<file path="src/rtl/lowampa_power_trigger.sv">
// lowampa_power_trigger
// Sliding-window energy detector behind the low-amplitude matched filter.
// Each clock, NSAMPS signed samples are squared and summed. A window of the
// last WINDOW_CLKS sums is kept in the accumulator. The accumulator is
// compared against a runtime threshold to produce a one-cycle trigger,
// followed by a fixed holdoff.
// Optional build macro: LOWAMPA_TRIG_SCALER_EN adds a saturating trigger counter on scaler_o.
//
// state   | meaning
// --------+-------------------------------------------------------------
// ST_FILL | pipeline/window priming after reset, trigger suppressed
// ST_ARM  | armed, trigger fires when power > threshold
// ST_HOLD | holdoff after a trigger, HOLDOFF_CLKS clocks
module lowampa_power_trigger #(
    parameter int          NBITS          = 12,
    parameter int          NSAMPS         = 4,
    parameter int          WINDOW_CLKS    = 8,
    parameter int          HOLDOFF_CLKS   = 32,
    parameter int unsigned THRESH_DEFAULT = 32'd1 << 20,
    parameter int          ACC_W          = 2*NBITS + $clog2(NSAMPS) + $clog2(WINDOW_CLKS)
) (
    input  logic                    clk_i,
    input  logic                    rst_ni,
    input  logic [NBITS*NSAMPS-1:0] dat_i,
    input  logic [ACC_W-1:0]        thresh_i,
    input  logic                    thresh_wr_i,
    output logic                    thresh_ack_o,
    output logic [ACC_W-1:0]        power_o,
    output logic                    trig_o,
    output logic                    armed_o,
    output logic [15:0]             scaler_o,
    input  logic                    scaler_clr_i
);

    localparam int SQ_W      = 2*NBITS;
    localparam int S_W       = SQ_W + $clog2(NSAMPS);
    localparam int FILL_CLKS = WINDOW_CLKS + 3;
    localparam int CNT_MAX   = (FILL_CLKS > HOLDOFF_CLKS) ? FILL_CLKS : HOLDOFF_CLKS;
    localparam int CNT_W     = $clog2(CNT_MAX + 1);

    typedef enum logic [1:0] {
        ST_FILL = 2'd0,
        ST_ARM  = 2'd1,
        ST_HOLD = 2'd2
    } state_t;

    logic [NBITS*NSAMPS-1:0] dat_q;
    logic [SQ_W-1:0]         sq_d [NSAMPS];
    logic [SQ_W-1:0]         sq_q [NSAMPS];
    logic [S_W-1:0]          s_d;
    logic [S_W-1:0]          s_q;
    logic [S_W-1:0]          dly_q [WINDOW_CLKS];
    logic [ACC_W-1:0]        acc_d;
    logic [ACC_W-1:0]        acc_q;
    logic [ACC_W-1:0]        thresh_q;
    logic                    ack_q;
    state_t                  state_d, state_q;
    logic [CNT_W-1:0]        cnt_d, cnt_q;
    logic                    trig_d, trig_q;

    // Squaring is done at 2*NBITS signed width so (-2^(NBITS-1))^2 is exact.
    for (genvar k = 0; k < NSAMPS; k++) begin : g_sq
        logic signed [NBITS-1:0] samp;
        logic signed [SQ_W-1:0]  samp_ext;
        logic signed [SQ_W-1:0]  prod;
        assign samp     = dat_q[NBITS*k +: NBITS];
        assign samp_ext = SQ_W'(samp);
        assign prod     = samp_ext * samp_ext;
        assign sq_d[k]  = unsigned'(prod);
    end

    // Sum of the per-sample squares for this clock.
    always_comb begin
        s_d = '0;
        for (int k = 0; k < NSAMPS; k++) begin
            s_d = s_d + S_W'(sq_q[k]);
        end
    end

    // The oldest entry in the delay line always went into acc earlier, so
    // the subtraction cannot underflow and the sum stays within ACC_W bits.
    assign acc_d = acc_q + ACC_W'(s_q) - ACC_W'(dly_q[WINDOW_CLKS-1]);

    // Datapath pipeline: input, squares, per-clock sum, window accumulator.
    always_ff @(posedge clk_i or negedge rst_ni) begin
        if (!rst_ni) begin
            dat_q <= '0;
            for (int k = 0; k < NSAMPS; k++) sq_q[k] <= '0;
            s_q   <= '0;
            for (int i = 0; i < WINDOW_CLKS; i++) dly_q[i] <= '0;
            acc_q <= '0;
        end else begin
            dat_q <= dat_i;
            for (int k = 0; k < NSAMPS; k++) sq_q[k] <= sq_d[k];
            s_q      <= s_d;
            dly_q[0] <= s_q;
            for (int i = 1; i < WINDOW_CLKS; i++) dly_q[i] <= dly_q[i-1];
            acc_q    <= acc_d;
        end
    end

    // Threshold register and its write acknowledge.
    always_ff @(posedge clk_i or negedge rst_ni) begin
        if (!rst_ni) begin
            thresh_q <= ACC_W'(THRESH_DEFAULT);
            ack_q    <= 1'b0;
        end else begin
            if (thresh_wr_i) thresh_q <= thresh_i;
            ack_q <= thresh_wr_i;
        end
    end

    // Trigger FSM state register with its shared down-counter.
    always_ff @(posedge clk_i or negedge rst_ni) begin
        if (!rst_ni) begin
            state_q <= ST_FILL;
            cnt_q   <= CNT_W'(FILL_CLKS - 1);
            trig_q  <= 1'b0;
        end else begin
            state_q <= state_d;
            cnt_q   <= cnt_d;
            trig_q  <= trig_d;
        end
    end

    // Next-state logic; the compare sees the threshold before any same-cycle write.
    always_comb begin
        state_d = state_q;
        cnt_d   = cnt_q;
        trig_d  = 1'b0;
        unique case (state_q)
            ST_FILL: begin
                if (cnt_q == '0) state_d = ST_ARM;
                else             cnt_d   = cnt_q - CNT_W'(1);
            end
            ST_ARM: begin
                if (acc_q > thresh_q) begin
                    trig_d  = 1'b1;
                    state_d = ST_HOLD;
                    cnt_d   = CNT_W'(HOLDOFF_CLKS - 1);
                end
            end
            ST_HOLD: begin
                if (cnt_q == '0) state_d = ST_ARM;
                else             cnt_d   = cnt_q - CNT_W'(1);
            end
            default: begin
                state_d = ST_FILL;
                cnt_d   = CNT_W'(FILL_CLKS - 1);
            end
        endcase
    end

`ifdef LOWAMPA_TRIG_SCALER_EN
    logic [15:0] scaler_q;

    // Saturating trigger counter; a clear coinciding with a trigger leaves 1.
    always_ff @(posedge clk_i or negedge rst_ni) begin
        if (!rst_ni) begin
            scaler_q <= '0;
        end else if (scaler_clr_i) begin
            scaler_q <= trig_q ? 16'd1 : 16'd0;
        end else if (trig_q && (scaler_q != 16'hFFFF)) begin
            scaler_q <= scaler_q + 16'd1;
        end
    end

    assign scaler_o = scaler_q;
`else
    logic unused_scaler_clr;
    assign unused_scaler_clr = scaler_clr_i;
    assign scaler_o          = '0;
`endif

    assign thresh_ack_o = ack_q;
    assign power_o      = acc_q;
    assign trig_o       = trig_q;
    assign armed_o      = (state_q == ST_ARM);

endmodule
</file>
<file path="config.mk">
export PLATFORM = sky130hd
export DESIGN_NAME = lowampa_power_trigger
export DESIGN_NICKNAME = d
export VERILOG_FILES = /design/src/rtl/lowampa_power_trigger.sv
export SDC_FILE = /design/constraint.sdc
export NUM_CORES = 2
export LEC_CHECK = 0
export ABC_CLOCK_PERIOD_IN_PS = 7400
export CORE_UTILIZATION = 60
export CTS_CLUSTER_SIZE = 28
export DETAILED_ROUTE_END_ITERATION = 8
export HOLD_SLACK_MARGIN = 0.15
export PLACE_DENSITY_LB_ADDON = 0.25
export SYNTH_ARGS = -nofsm -noshare
export SYNTH_HDL_FRONTEND = slang
export SYNTH_SLANG_ARGS = --single-unit
</file>
<file path="constraint.sdc">
create_clock -name clk_i -period 7.4 [get_ports clk_i]
set_clock_uncertainty 0.05 [all_clocks]
set_input_delay 0.74 -clock clk_i [delete_from_list [all_inputs] [get_ports clk_i]]
set_output_delay 0.74 -clock clk_i [all_outputs]
set_load 0.01 [all_outputs]
</file>
== Word-level counts from Yosys, hierarchy flattened ==
Index checks and enable logic that the tools add are counted.
Word-level totals
  bits in registers: 446
  output and inout bits: 48
  word-level logic and storage cells: 49
Cells by class
  equal/unequal tests: 5
  add/subtract/negate cells: 6
  $lt $le $gt $ge: 1
  multipliers: 4
  reduce and logical (&&, ||, !) cells: 5
  mux-type cells: 8
Operators by type and width (number)
  12-bit by 12-bit multiplier with 24-bit output: 4
  29-bit by 26-bit adder with 29-bit output: 1
  29-bit greater-than comparator: 1
  29-bit by 26-bit subtractor with 29-bit output: 1
  25-bit by 24-bit adder with 26-bit output: 1
  26-bit by 24-bit adder with 26-bit output: 1
  24-bit by 24-bit adder with 25-bit output: 1
  6-bit 2-to-1 mux: 2
  6-bit case mux with 2 select lines: 1
  6-bit zero test: 1
  6-bit by 1-bit subtractor with 6-bit output, second input constant: 1
  2-bit 2-to-1 mux: 2
  2-bit by 1-bit inequality test with 1-bit output, second input constant: 2
  2-bit case mux with 2 select lines: 1
  2-bit AND reduction: 2
  2-bit by 1-bit equality test with 1-bit output, second input constant: 1
  2-bit equality test, second input constant: 1
  2-bit zero test: 1
  1-bit 2-to-1 mux: 2
  2-bit inequality test, second input constant: 1
  2-bit OR reduction: 1

== Longest topological paths before layout ==
  word-level depth: 4
  mapped depth: 23

== Worst setup path before layout ==
OpenSTA, ideal clock, no wires.
  path kind: flip-flop to flip-flop
  start: register dat_q[23]
  end: register sq_q[70] (netlist name)
  path slack: 1.798 ns
  data arrival time: 5.420 ns
  path buffers: 1
  cell stages (with the launch flop): 22
  clock period less this slack: 5.602 ns
  path through: dfrtp_1 clkbuf_1 nand2_1 fa_1 inv_1 ha_1 inv_1 fa_1 inv_1 fa_1 inv_1 fa_1 inv_1 ha_1 a21o_1 a21o_1 a2111o_1 a31oi_1 o21bai_1 a2111oi_0 nor3_1 xor2_1
Between the ends
  longest elaborated chain between the ends: 1
Ends and longest elaborated chain
  start, declared: RTL line 47  | logic [NBITS*NSAMPS-1:0] dat_q;
  start signal, assigned: RTL line 93  | dat_q <= dat_i;
  12-bit by 12-bit multiplier with 24-bit output: RTL line 68  | assign prod = samp_ext * samp_ext;
  via g_sq[1].prod[22]: RTL line 65  | logic signed [SQ_W-1:0] prod;
  end, declared: RTL line 49  | logic [SQ_W-1:0] sq_q [NSAMPS];
The timed path passes the listed nets, and every way through them passes these cells.
A chain may end at the register's enable or synchronous reset.

== Final worst setup path ==
  start: register dat_q[12]
  end: register sq_q[70] (netlist name)
Same word-level chain as after synthesis.

==> flow_metrics.tcl <==
set metrics [dict create \
    final_cells 4179 \
    worstPathRequired_ns 7.81 \
    cts.clk_slew.worst_paths_ns 0.06 \
    dr.pass1.iters 5 \
    final_antenna_net_count 0 \
    grt_pass1_wl_mm 114 \
    grt_max_degree 193 \
    drc 0 \
    dp_cells 4087 \
    wl_mm 66.0 \
    synth_flop_cell "dfrtp_1" \
    rsz0062_at_grt "no" \
    antenna_found_initial 0 \
    crit_top_cell "inv_1" \
    clockRootBuffer "clkbuf_16" \
    gp_congestion 0.849 \
    regToRegSetupSlack_ns 1.0 \
    row_count 89 \
    fmax_mhz 156 \
    grt_pass1_vias 24500 \
    status "completed" \
    area_growth_pct 10.0 \
    critPathBufInv 5 \
    vias_per_cell 5.16 \
    drv_cap 0 \
    yosysWarnings 0 \
    reg2regPathDepth 20 \
    initial_core_util 0.608 \
    cts_buffers 49 \
    track_usage 0.236 \
    cts_sinks 442 \
    synth.distinct_cells 69 \
    rr_endpoint "sq_q[70]" \
    async_reset_ff_frac 1.00 \
    numPortBuffers 111 \
    fin_nets 4319 \
    synthCells 3253 \
    coreArea_um2 59000 \
    relSlewSlack 0.354 \
    final_cell_mix "inv_1, fa_1, dfrtp_1" \
    start_kind "flop" \
    cp_slowest_stage_delay_ns 0.70 \
    r2r-start "dat_q[12]" \
    clockBufferDepth 3 \
    crit_fanout 14 \
    wl_per_cell_um 15.8 \
    finalCritPeriodShare 0.865 \
    cp.arrival_ns 6.81 \
    grt_overflow 0 \
    worstSetupEndpointType "flop" \
    n_antenna_cell 0 \
    synth_edf_count 0 \
    vias 21600 \
    drive_above_1_share 0.0367 \
    final.setup.tns_ns 0 \
    hold-path-cell-count 0 \
    worstSkewPairLatency_ns 0.61 \
    cts_tree "yes" \
    num-fill-cells 4313 \
    ys_seq_area_frac 0.308 \
    worstHoldPathType "reg2reg" \
    finalHoldViolCount 0 \
    final_common_cell "inv_1" \
    die_w_um 247 \
    period_minus_slack_ns 6.40 \
    cp_top_family "adder cells" \
    path_cells "nand2_1 > fa_1 > inv_1 > ha_1 > inv_1 > fa_1 > inv_1 > fa_1 > inv_1 > fa_1 > inv_1 > ha_1 > a21o_1 > a21o_1 > a2111o_1 > a31oi_1 > o21bai_1 > a2111oi_0 > nor3_1 > xor2_1" \
    ios 129 \
    postCtsSetupBuffers 0 \
    htree_levels 2 \
    slowest_stage "dfrtp_1" \
    syn_area_per_cell_um2 11.0 \
    worstMarginPinSlew_ns 0.969 \
    drv_slew 0 \
    netlist_area_um2 35900 \
    die_area_um2 60800 \
    path_class "reg2reg" \
    holdCritStartpoint "dly_q[135]" \
    dp_hpwl_mm 53.0 \
    ys_seq_elements 442 \
    fp.dieH_um 247 \
    drt_iter0_drc 1043 \
    hold_end "dly_q[109]" \
    setup_violations 0 \
]
==> logic make-up (layout without fill, tap and decap cells) <==
logic type | after synthesis | after routing | share of synthesized area
other cells | 2 | 19 | 0.000209
xor+xnor | 164 | 164 | 0.0400
simple gates | 556 | 556 | 0.0753
compound gates | 300 | 300 | 0.0549
flops | 442 | 442 | 0.308
mux | 6 | 6 | 0.00174
fa+ha+maj | 872 | 872 | 0.423
buf+inv | 911 | 1047 | 0.0969
==> timing repair <==
item,4_1_cts,5_1_grt
hold buffers,1,0
resized for setup,0,0
hold endpoints to repair,9,0
==> cell usage after synthesis, types with 3 or more instances <==
cell / number / share of area
inv_1: 836 / 0.087
fa_1: 567 / 0.32
dfrtp_1: 439 / 0.31
ha_1: 305 / 0.11
nand2_1: 183 / 0.019
and2_1: 149 / 0.026
xnor2_1: 130 / 0.032
nor2_1: 115 / 0.012
a21oi_1: 91 / 0.013
o21ai_0: 63 / 0.0088
clkbuf_1: 54 / 0.0056
a21o_1: 48 / 0.010
xor2_1: 34 / 0.0083
nand3_1: 22 / 0.0031
nand2b_1: 19 / 0.0033
nor2b_1: 19 / 0.0033
o21bai_1: 18 / 0.0038
buf_4: 16 / 0.0033
o21a_1: 15 / 0.0031
nor3_1: 12 / 0.0017
and3_1: 9 / 0.0016
or3_1: 9 / 0.0016
a31oi_1: 8 / 0.0014
a31o_2: 6 / 0.0015
or2_2: 6 / 0.0010
a211oi_1: 5 / 0.0010
nand4_1: 5 / 0.00087
inv_2: 4 / 0.00042
mux2i_1: 4 / 0.0011
o2111ai_1: 4 / 0.00098
a21oi_2: 3 / 0.00073
dfstp_2: 3 / 0.0022
o211ai_1: 3 / 0.00063
o31ai_1: 3 / 0.00063
==> state kept, by name, indices dropped and copies added, names as in the netlist <==
name and flops:
s_q 26, state_q 2, dly_q 208, sq_q 92, power_o 29, trig_o 1, cnt_q 6, thresh_q 29
thresh_ack_o 1, dat_q 48
==> per-layer routing <==
metal  up-vias  GRT usage  wire [um]
met5         -          0          0
met4         0     0.0882       2550
met3       148     0.0378       2830
met2       381      0.425      34500
met1     11100      0.285      26100
li1       9928          -          -
==> cell type report <==
| type | count | area [um^2] | share of cell area |
|---|---|---|---|
| clock buffers | 62 | 1360 | 0.0343 |
| well taps | 773 | 967 | 0.0245 |
| inverters | 840 | 3150 | 0.0798 |
| clock inverters | 29 | 378 | 0.00957 |
| multi-input cells | 1917 | 21400 | 0.542 |
| flip-flops and latches | 442 | 11100 | 0.280 |
| repair buffers | 116 | 1160 | 0.0295 |
==> worst max-delay path by stage <==
stage               from  endpoint  slack, ns  cells after the start
5_1_grt        dat_q[12]  sq_q[70]       0.66                     20
3_5_place_dp   dat_q[12]  sq_q[70]       1.11                     20
3_3_place_gp   dat_q[12]  sq_q[70]       1.33                     20
6_report       dat_q[12]  sq_q[70]        1.0                     20
2_1_floorplan  dat_q[23]  sq_q[70]       1.80                     21
4_1_cts        dat_q[12]  sq_q[70]       1.05                     20
==> stage by stage <==
stage | hold slack (ns) | area [um^2] | utilization | setup slack [ns]
4_1_cts | 0.287 | 39500 | 0.669 | 1.05
3_5_place_dp | 0.285 | 37800 | 0.640 | 1.11
6_report | 0.279 | 39500 | 0.669 | 0.997
5_1_grt | 0.297 | 39500 | 0.669 | 0.658
3_3_place_gp | 0.284 | 37800 | 0.640 | 1.33
2_1_floorplan | 0.281 | 36000 | - | 1.80
Power is not shown: default switching activity piles up to over one toggle a cycle in this logic, so the estimate is an artifact.
